$ cat config.mk
export PLATFORM = sky130hd
export DESIGN_NAME = line_follow_controller
export DESIGN_NICKNAME = d
export VERILOG_FILES = /design/src/rtl/line_follow_controller.sv
export SDC_FILE = /design/constraint.sdc
export NUM_CORES = 1
export LEC_CHECK = 0
export CAP_MARGIN = 10
export CORE_ASPECT_RATIO = 0.6
export CORE_UTILIZATION = 46
export DETAILED_ROUTE_END_ITERATION = 16
export HOLD_SLACK_MARGIN = 0.1
export PLACE_DENSITY = 0.81
export SETUP_SLACK_MARGIN = 0.5
export SYNTH_ARGS = -nofsm -noshare
export SYNTH_HDL_FRONTEND = slang
export SYNTH_SLANG_ARGS = --single-unit
export TNS_END_PERCENT = 5
$ cat constraint.sdc
create_clock -name clk -period 2.5 [get_ports clk]
set_clock_uncertainty 0.1 [all_clocks]
set_input_delay 0.375 -clock clk [delete_from_list [all_inputs] [get_ports clk]]
set_output_delay 0.375 -clock clk [all_outputs]
set_load 0.1 [all_outputs]
$ cat src/rtl/line_follow_controller.sv
// line_follow_controller
//   Upstream stage of the per-wheel motor PWM controllers in the line follower.
//   Owns the servo timebase (count_out) shared by both wheel controllers. It
//   samples the three line sensors once per timebase period and runs the
//   steering state machine that drives per-wheel direction and motor reset.
//
// Parameters:
//   PERIOD     timebase length in clk cycles; count_out runs 0..PERIOD-1
//   CW         width of count_out; must hold PERIOD-1
//   LOST_LIMIT consecutive all-white periods tolerated before stopping (1..15)
//
// Ports:
//   clk         system clock
//   reset       synchronous, active-high reset
//   sensor_l    left line sensor, asynchronous, 1 = black line
//   sensor_m    middle line sensor, asynchronous, 1 = black line
//   sensor_r    right line sensor, asynchronous, 1 = black line
//   count_out   timebase count, shared with both wheel controllers
//   dir_l       left wheel direction, 1 = cw
//   dir_r       right wheel direction, 1 = cw
//   motor_rst_l left wheel controller reset, 1 = wheel off
//   motor_rst_r right wheel controller reset, 1 = wheel off
//   state_dbg   current steering state encoding (LEDs)
module line_follow_controller #(
  parameter int unsigned PERIOD     = 2000000,
  parameter int unsigned CW         = 21,
  parameter int unsigned LOST_LIMIT = 5
) (
  input  logic          clk,
  input  logic          reset,
  input  logic          sensor_l,
  input  logic          sensor_m,
  input  logic          sensor_r,
  output logic [CW-1:0] count_out,
  output logic          dir_l,
  output logic          dir_r,
  output logic          motor_rst_l,
  output logic          motor_rst_r,
  output logic [2:0]    state_dbg
);

  typedef enum logic [2:0] {
    ST_FWD    = 3'd0,
    ST_SOFT_L = 3'd1,
    ST_HARD_L = 3'd2,
    ST_SOFT_R = 3'd3,
    ST_HARD_R = 3'd4,
    ST_STOP   = 3'd5
  } state_t;

  // Motor output bundle: {dir_l, dir_r, motor_rst_l, motor_rst_r}
  localparam logic [3:0] OUT_STOP = 4'b0011;

  // Two-flop synchronizers, bit order {l, m, r}
  logic [2:0]    sync1_q;
  logic [2:0]    sync2_q;

  logic [CW-1:0] count_q, count_d;
  logic          decision;

  state_t        state_q, state_d;
  logic [3:0]    lost_q, lost_d;
  logic [3:0]    outs_q, outs_d;
  logic          state_legal;

  // Wheel output decode. A wheel held in reset always reports direction 0.
  function automatic logic [3:0] decode(input state_t s);
    logic [3:0] o;
    case (s)
      ST_FWD:    o = 4'b1000;
      ST_SOFT_L: o = 4'b0010;
      ST_HARD_L: o = 4'b0000;
      ST_SOFT_R: o = 4'b1001;
      ST_HARD_R: o = 4'b1100;
      default:   o = OUT_STOP;
    endcase
    return o;
  endfunction

  // Sensor synchronizers
  always_ff @(posedge clk) begin
    if (reset) begin
      sync1_q <= '0;
      sync2_q <= '0;
    end else begin
      sync1_q <= {sensor_l, sensor_m, sensor_r};
      sync2_q <= sync1_q;
    end
  end

  // Timebase: single wrap point at PERIOD-1, which is also the decision cycle
  assign decision = (count_q == CW'(PERIOD - 1));

  always_comb begin
    count_d = count_q + 1'b1;
    if (decision) begin
      count_d = '0;
    end
  end

  always_ff @(posedge clk) begin
    if (reset) begin
      count_q <= '0;
    end else begin
      count_q <= count_d;
    end
  end

  assign state_legal = (3'(state_q) <= 3'(ST_STOP));

  // Steering next-state: evaluated only in the decision cycle
  always_comb begin
    state_d = state_q;
    lost_d  = lost_q;
    if (decision) begin
      if (sync2_q == 3'b000) begin
        lost_d = (lost_q == 4'd15) ? lost_q : lost_q + 4'd1;
        // An illegal state held across a lost sample behaves as STOP
        if ((lost_d >= 4'(LOST_LIMIT)) || !state_legal) begin
          state_d = ST_STOP;
        end
      end else begin
        lost_d = '0;
        case (sync2_q)
          3'b110:  state_d = ST_SOFT_L;
          3'b100:  state_d = ST_HARD_L;
          3'b011:  state_d = ST_SOFT_R;
          3'b001:  state_d = ST_HARD_R;
          default: state_d = ST_FWD;      // 010, 111, 101
        endcase
      end
    end
  end

  // Outputs are loaded from the next state at the wrap edge so they change
  // together with the state and never mid-period; an illegal state forces
  // the STOP decode straight away.
  always_comb begin
    outs_d = outs_q;
    if (decision) begin
      outs_d = decode(state_d);
    end else if (!state_legal) begin
      outs_d = OUT_STOP;
    end
  end

  always_ff @(posedge clk) begin
    if (reset) begin
      state_q <= ST_STOP;
      lost_q  <= '0;
      outs_q  <= OUT_STOP;
    end else begin
      state_q <= state_d;
      lost_q  <= lost_d;
      outs_q  <= outs_d;
    end
  end

  assign count_out   = count_q;
  assign dir_l       = outs_q[3];
  assign dir_r       = outs_q[2];
  assign motor_rst_l = outs_q[1];
  assign motor_rst_r = outs_q[0];
  assign state_dbg   = state_q;

endmodule

Yosys cells after proc, flatten, opt, wreduce, memory -nomap -nowiden
Index checks and enable logic that the tools add are counted.
{"block": "word_totals", "in_bits": 5, "register_bits": 38, "elab_cells": 35}
{"block": "classes", "n_mux": 9, "n_reduce_logical": 5, "n_eq_ne": 11, "n_addsub": 2, "n_lt_le_gt_ge": 2}
{"cell": "$add 21x1->21 const B", "count": 1}
{"cell": "$eq 21x21->1 const B", "count": 1}
{"cell": "$pmux 4 s5", "count": 1}
{"cell": "$mux 4", "count": 4}
{"cell": "$pmux 3 s4", "count": 1}
{"cell": "$eq 3x2->1 const B", "count": 3}
{"cell": "$eq 3x3->1 const B", "count": 3}
{"cell": "$mux 3", "count": 3}
{"cell": "$eq 3x1->1 const B", "count": 2}
{"cell": "$logic_not 3->1", "count": 2}
{"cell": "$add 4x1->4 const B", "count": 1}
{"cell": "$eq 4x4->1 const B", "count": 1}
{"cell": "$ge 4x3->1 const B", "count": 1}
{"cell": "$le 3x3->1 const B", "count": 1}
{"cell": "$ne 2x2->1 const B", "count": 1}
{"cell": "$reduce_or 2->1", "count": 1}
{"cell": "$logic_not 1->1", "count": 1}
{"cell": "$logic_or 1x1->1", "count": 1}

Longest topological paths before layout
{"block": "logic_depth", "word_depth": 10, "ltp_mapped": 8, "depth_no_buf": 7}

Worst setup path before layout
Ideal clock, no wire load.
{"block": "synth_timing", "path_type": "register -> register", "from": "register count_q[15] (netlist: count_out[15])", "to": "register outs_q[2]", "n_path_buf": 0, "synth_period_minus_slack_ps": 3052, "setup_time_ps": 70, "slack_ps": -552, "stages_incl_launch_ff": 7, "required_ps": 2330, "arrival_ps": 2882, "cell_sequence": "dfxtp_1 -> or4b_4 -> nor4_4 -> nand3_1 -> a32o_2 -> or4b_1 -> a21oi_1"}
{"block": "synth_between", "elab_chain_cells": 5}
{"element": "from (decl)", "line": "58", "rtl": "logic [CW-1:0] count_q, count_d;"}
{"element": "from (signal assigned)", "line": "105", "rtl": "count_q <= count_d;"}
{"element": "$eq 21x21->1 (*)", "line": "92", "rtl": "assign decision = (count_q == CW'(PERIOD - 1));"}
{"element": "$mux 3", "line": "115", "rtl": "if (decision) begin"}
{"element": "$eq 3x3->1 (tied with other cells)", "line": "69", "rtl": "case (s)"}
{"element": "$pmux 4 s5", "line": "69"}
{"element": "$mux 4", "line": "140", "rtl": "if (decision) begin"}
{"element": "to (signal assigned)", "line": "155", "rtl": "outs_q <= outs_d;"}
{"element": "to (decl)", "line": "63", "rtl": "logic [3:0] outs_q, outs_d;"}
Every way passes the cells marked *; elsewhere a longest branch is shown, timed or not.
A chain may end at the register's enable or synchronous reset.

Worst setup path after layout
{"block": "layout_timing", "from": "register count_q[11] (netlist: count_out[11])", "to": "register outs_q[2]"}
Same word-level chain as after synthesis.

==> impl_metrics.env <==
export IMPL_status="finished with violations"
export IMPL_violations="negative setup slack"
export IMPL_min_period_over_period=1.007
export IMPL_reg2reg_to="outs_q[2]"
export IMPL_worst_r2r_path_depth=6
export IMPL_clock_sinks=38
export IMPL_criticalPathCategory="reg -> reg"
export IMPL_critPathMaxFanout=5
export IMPL_ant_nets=0
export IMPL_fp_row_count=16
export IMPL_clk_pin_slew_ps=80
export IMPL_intPower_uw=854.7
export IMPL_ys_flop_type="dfxtp_1"
export IMPL_grt_ovfl_total=0
export IMPL_post_drt_wl_per_cell_um=13.51
export IMPL_synth_top_family_by_area="simple AND/OR/NAND/NOR gates"
export IMPL_hold_path_depth=1
export IMPL_synth_cell_types=43
export IMPL_cpMostUsedCell="or4b_4"
export IMPL_final_area_um2=2168
export IMPL_max_freq_mhz=397.4
export IMPL_grt_pass1_wl_um=6106
export IMPL_clk_latency_ps=290
export IMPL_seq_area_frac_synth=0.4343
export IMPL_hp_class="reg -> reg"
export IMPL_regArea_um2=803.3
export IMPL_timing_hold_ws_ps=341.1
export IMPL_globalplace_congestion=0.8689
export IMPL_synth_area_mux_share=0.01143
export IMPL_fin_crit_ps=2517
export IMPL_slew_viol_final=0
export IMPL_fp_dieH_um=49.80
export IMPL_firstDrtPassIters=4
export IMPL_portBuffers=32
export IMPL_nets=242
export IMPL_reg2reg_from="count_out[11]"
export IMPL_fillers=306
export IMPL_num_io_pins=33
export IMPL_worst_slack_ps=-16.54
export IMPL_ir_drop_mv=0.4158
export IMPL_maxCapViolCount=0
export IMPL_die_area_um2=4067
export IMPL_clockBufferDepth=2
export IMPL_drive_above_1_share=0.3178
export IMPL_grt_max_degree=20
export IMPL_yosysWarningCount=0
export IMPL_htreeDepth=2
export IMPL_synthTopCellsByArea="dfxtp_1 (43%), nor2_1 (8.1%), xnor2_1 (4.5%)"
export IMPL_worst_slew_pin_slew_ps=687.9
export IMPL_routed_wl_um=3796
export IMPL_synth_cells=198
export IMPL_drtIter0Drc=114
export IMPL_cts_tree="done"
export IMPL_cp_top_family="simple AND/OR/NAND/NOR gates"
export IMPL_syn_to_final_growth_pct=23.79
export IMPL_startpoint_type="flop"
export IMPL_hp_start="sync1_q[1]"
export IMPL_switching_power_uw=271.2
export IMPL_crit_arrival_ps=2630
export IMPL_min_to="sync2_q[1]"
export IMPL_syn_nets=205
export IMPL_n_antenna_cell=0
export IMPL_synth_compound_area_frac=0.1143
export IMPL_r2r_slack_ps=-20
export IMPL_yosys_area_share_xor_xnor=0.09000
export IMPL_utilization=0.6297
export IMPL_cpPeakStageDelay_ps=560
export IMPL_crit_chain="or4b_4, nor4_4, nand3_1, a32o_2, or4b_4, a21oi_2"
export IMPL_fp_coreArea_um2=3443
export IMPL_via_per_inst=5.342
export IMPL_start_util=0.5087
export IMPL_p_comb_frac=0.070
export IMPL_endpoint_kind="flop"
export IMPL_cts_root_buf="clkbuf_8"
export IMPL_yosys_area_top_type="dfxtp_1"
export IMPL_rsz0062_at_grt="true"
export IMPL_multiInputGateArea_um2=914.6
export IMPL_drc_errors=0
export IMPL_grt_pass1_vias=1242
export IMPL_post_dp_hpwl_um=2734
export IMPL_netlist_area_leader_share=0.4343
export IMPL_synth_simple_gate_area_frac=0.2857
export IMPL_p_sw_frac=0.2409
export IMPL_dp_cells=272
export IMPL_power_share_clock=0.383
export IMPL_pre_cts_slack_ps=76.88
export IMPL_final_cells=281
export IMPL_cts_buffers=5
export IMPL_placed_area_um2=2058
export IMPL_leakagePower_uw=0.0008664
export IMPL_slew_headroom=0.5386
export IMPL_setup_violations_final=1
export IMPL_synth_fa_ha_area_frac=0.01429
export IMPL_cpMaxStageDelayCell="or4b_4"
export IMPL_vias=1501
export IMPL_ys_ff_latch=38
export IMPL_seqPwrFrac=0.547
export IMPL_die_w_um=81.67
export IMPL_grt_use_total=0.2042
export IMPL_hold_viol=0
export IMPL_critPathRequiredTime_ps=2620
export IMPL_synth_edf_count=0
export IMPL_syn_area_per_cell_um2=8.847
export IMPL_crit_buf_inv=0
export IMPL_p_per_area_nw_per_um2=519.3
export IMPL_netlist_area_um2=1752
export IMPL_async_flop_share=0
export IMPL_antenna_found_initial=0
-- Yosys cell counts (all sizes together) (2+ instances only) --
master	count
nand2	13
and3	3
a211oi	2
xor2	9
a21oi	12
or4b	3
buf	6
nor4	3
or2	4
nor3	2
ha	2
xnor2	9
nor2b	7
a31oi	2
inv	3
dfxtp	38
o31ai	2
nand4	4
or3	3
mux2i	2
nand3	11
o21ai	7
nor2	38
-- power groups by stage --
stage | Sequential (uW) | Clock, uW | Combinational, uW
floorplan | 657 | 0 | 31.7
global placement | 630 | 0 | 76.7
detailed placement | 630 | 0 | 76.9
CTS | 616 | 443 | 77.2
global route | 617 | 472 | 84.1
finish | 616 | 431 | 78.7
-- area by class of cell --
type                    count  share of cell area
clock inverters             1            0.002308
flip-flops and latches     38              0.3705
repair buffers             37              0.1344
clock buffers               7             0.03982
multi-input cells         150              0.4218
inverters                   3            0.005193
well taps                  45             0.02597
-- cells in the final DEF (no fill, tap or decap), types with 2 or more instances in the layout --
cell | synthesis | final
clkbuf_8 | 0 | 6
nand2_1 | 13 | 13
nor2b_1 | 7 | 7
dfxtp_1 | 38 | 16
nor2_1 | 38 | 38
dfxtp_4 | 0 | 6
a31oi_1 | 2 | 2
clkdlybuf4s50_1 | 0 | 4
a211oi_1 | 2 | 2
nand4_1 | 4 | 4
ha_1 | 2 | 2
dfxtp_2 | 0 | 16
xnor2_1 | 9 | 9
nand3_1 | 11 | 11
o21ai_0 | 7 | 7
and3_1 | 2 | 2
xor2_1 | 9 | 9
nor4_1 | 2 | 2
or2_2 | 4 | 4
buf_4 | 1 | 32
inv_1 | 3 | 3
nor3_1 | 2 | 2
or4b_4 | 1 | 2
o31ai_1 | 2 | 2
mux2i_1 | 2 | 2
a21oi_1 | 12 | 11
or3_1 | 2 | 2
-- how the worst max path moves through the flow --
stage,from,endpoint,cells past startpoint
after floorplan,count_out[20],outs_q[2],6
after global placement,count_out[14],outs_q[2],6
final,count_out[11],outs_q[2],6
after CTS,count_out[14],outs_q[2],6
after detailed placement,count_out[14],outs_q[2],6
after global routing,count_out[11],outs_q[2],6
-- kinds of logic (layout without fill, tap and decap cells) --
group	after synthesis	after routing
muxes	2	2
buffers and inverters	10	48
AOI/OAI and AO/OA	32	32
DFF	38	38
xor gates and xnor gates	18	18
adders and majority gates	2	2
and+or+nand+nor	96	96
-- layer usage --
| metal | GRT usage | share of wire | vias to the layer above |
|---|---|---|---|
| met5 | 0 | 0 | - |
| met4 | 0.07310 | 0.0071 | 0 |
| met3 | 0.05556 | 0.079 | 2 |
| met2 | 0.2361 | 0.38 | 62 |
| met1 | 0.3371 | 0.53 | 675 |
| li1 | - | - | 762 |
-- flip-flops by register name, indices dropped and copies added, names as in the netlist --
name / flops
lost_q: 4
sync1_q: 3
count_out: 21
outs_q: 4
sync2_q: 3
state_dbg: 3
-- stage by stage --
stage	setup TNS, ps	total power, uW
final	-16.54	1126
after global routing	-104.7	1173
after global placement	0	706.4
after floorplan	-42.69	688.8
after detailed placement	0	707.0
after CTS	0	1136
-- timing repair --
item | in CTS | in global routing
setup endpoints to repair | 30 | 30
hold buffers | 0 | 0
buffers inserted | 0 | 1
pin swaps | 0 | 3
gates resized for setup | 0 | 3
(Power assumes the default switching activity.)
==> edit (same flow settings) <==
The parameter `CW` goes from 21 to 42.
--- a/src/rtl/line_follow_controller.sv
+++ b/src/rtl/line_follow_controller.sv
@@ -24,5 +24,5 @@
 module line_follow_controller #(
   parameter int unsigned PERIOD     = 2000000,
-  parameter int unsigned CW         = 21,
+  parameter int unsigned CW         = 42,
   parameter int unsigned LOST_LIMIT = 5
 ) (
Interface: changed (resized count_out); port bits go from 33 to 54. No check against the original RTL was run, so the function may have changed too.
==> edit against the original RTL <==
Routed wire length grew 81%. Total power grew 70%. Clock power grew 100%. Cell count grew 69%. Cell area grew 75%. Sequential cell count grew 21. Area after synthesis grew 61%. Setup slack gained 0.29 ns. Synthesized cell count grew 61%. Core utilization grew 3.3 points. Critical endpoint is now outs_q[0]. Highest routed layer unchanged.
==> edit: results (changes against the original RTL) <==
[worst_hold_path]
min_to = sync2_q[0]
whs_path_depth = 1  ; unchanged
holdCritStartpoint = sync1_q[0]

[cts]
cts_max_level = 3  ; +1
cts_buffers = 9  ; +4
insertion_delay_ns = 0.34  ; +0.05 ns

[synthesis]
synth_seq_area_share_pct = 41.99  ; -1.4 points
netlist_top_cells_count = dfxtp_1 (59), nor2_1 (52), xor2_1 (25), nand2_1 (23), nand3_1 (21)
synthTopCellsByArea = dfxtp_1 (42%), xor2_1 (7.8%), nor2_1 (6.9%), nand3_1 (3.7%), xnor2_1 (3.7%)

[finish]
fill_cells = 464  ; +52%
largest_reg_flops = 42  ; +100%
nets = 397  ; +64%
instances_no_fill = 475  ; +69%

[placement]
port_buffers = 53  ; +66%
place_hpwl_um = 4936  ; +81%
dp.cells = 450  ; +65%
place.gp.congestion = 0.8435  ; -2.9%
postPlaceCellArea_um2 = 3480  ; +69%
dp_slack_ns = 0.1913  ; +0.1144 ns

[routing]
viasPerCell = 5.415  ; +1.4%
wl_met2_um = 2673  ; +83%
wl_met3_um = 576  ; +92%
dr.pass1.iters = 5  ; +1
drt-met1-wl_um = 3518  ; +75%
totalWireLength_um = 6882  ; +81%

[setup_path]
arrival_ns = 2.34  ; -0.29 ns
crit_fanout = 7  ; +2
ff2ff_setup_slack_ns = 0.28  ; +0.29 ns
r2r-end = outs_q[0]
r2r_cells = 7  ; +1

[power_and_ir_drop]
p_int_mw = 1.454  ; +70%
p_leak_nw = 1.470  ; +70%
peakVddDrop_mv = 0.2980  ; -28%

[global_routing]
grt_usage_pct = 23.14  ; +2.7 points
grtUsageMet1_pct = 35.23  ; +1.5 points
grt_pass1_vias = 2217  ; +79%
grt_max_degree = 42  ; +110%
grt_pass1_wl_um = 11270  ; +85%

[outcome]
outcome = completed

[timing]
max_slew_margin_pct = 68.38  ; +15 points

[edit: layout make-up]
class	instances	area [um^2]	area share [%]
clock inverter	3	17.52	0.4614
inverter	5	18.77	0.4944
timing repair buffer	70	548.0	14.44
tap	80	100.1	2.637
sequential	59	1304	34.34
multi-input combinational	245	1618	42.62
clock buffer	13	190.2	5.010
[edit: worst max-delay path, stage by stage (launching register included)]
cell and delay [ns]:
dfxtp_4 0.37, nor4b_2 0.27, nand3_1 0.14, or4_4 0.61
o21ai_4 0.16, a21boi_4 0.23, nand3b_1 0.13, o211ai_1 0.09
[edit: repair_timing]
item	4_1_cts	5_1_grt
gates resized for setup	3	4
setup buffers	8	1
pin swaps	2	1
endpoints found under the setup margin	48	52
cloned	0	0
[edit: cells by family (layout without fill, tap and decap cells)]
logic type / count (synthesis) / after routing / share of synthesized area [%]
AND/OR/NAND/NOR: 167 / 167 / 33.14
flip-flops: 59 / 59 / 41.99
AO/OA/AOI/OAI: 38 / 38 / 8.986
XOR/XNOR: 37 / 37 / 11.52
buffers and inverters: 15 / 91 / 3.114
adder cells (fa/ha/maj): 2 / 2 / 0.8895
multiplexers: 1 / 1 / 0.3559
[edit: power by group through the flow]
stage,Sequential (mW),Combinational (mW),Clock [mW]
6_report,0.935,0.105,0.874
2_1_floorplan,0.993,0.0432,0
3_3_place_gp,0.957,0.104,0
3_5_place_dp,0.957,0.105,0
4_1_cts,0.935,0.105,0.892
5_1_grt,0.936,0.112,0.953
[edit: how the worst max path moves through the flow]
stage	from	endpoint	slack, ns
after floorplan	count_out[6]	outs_q[3]	0.17
after global routing	count_out[23]	outs_q[0]	0.15
after global placement	count_out[23]	outs_q[0]	0.19
after CTS	count_out[29]	outs_q[0]	0.28
final	count_out[13]	outs_q[0]	0.28
after detailed placement	count_out[23]	outs_q[0]	0.19
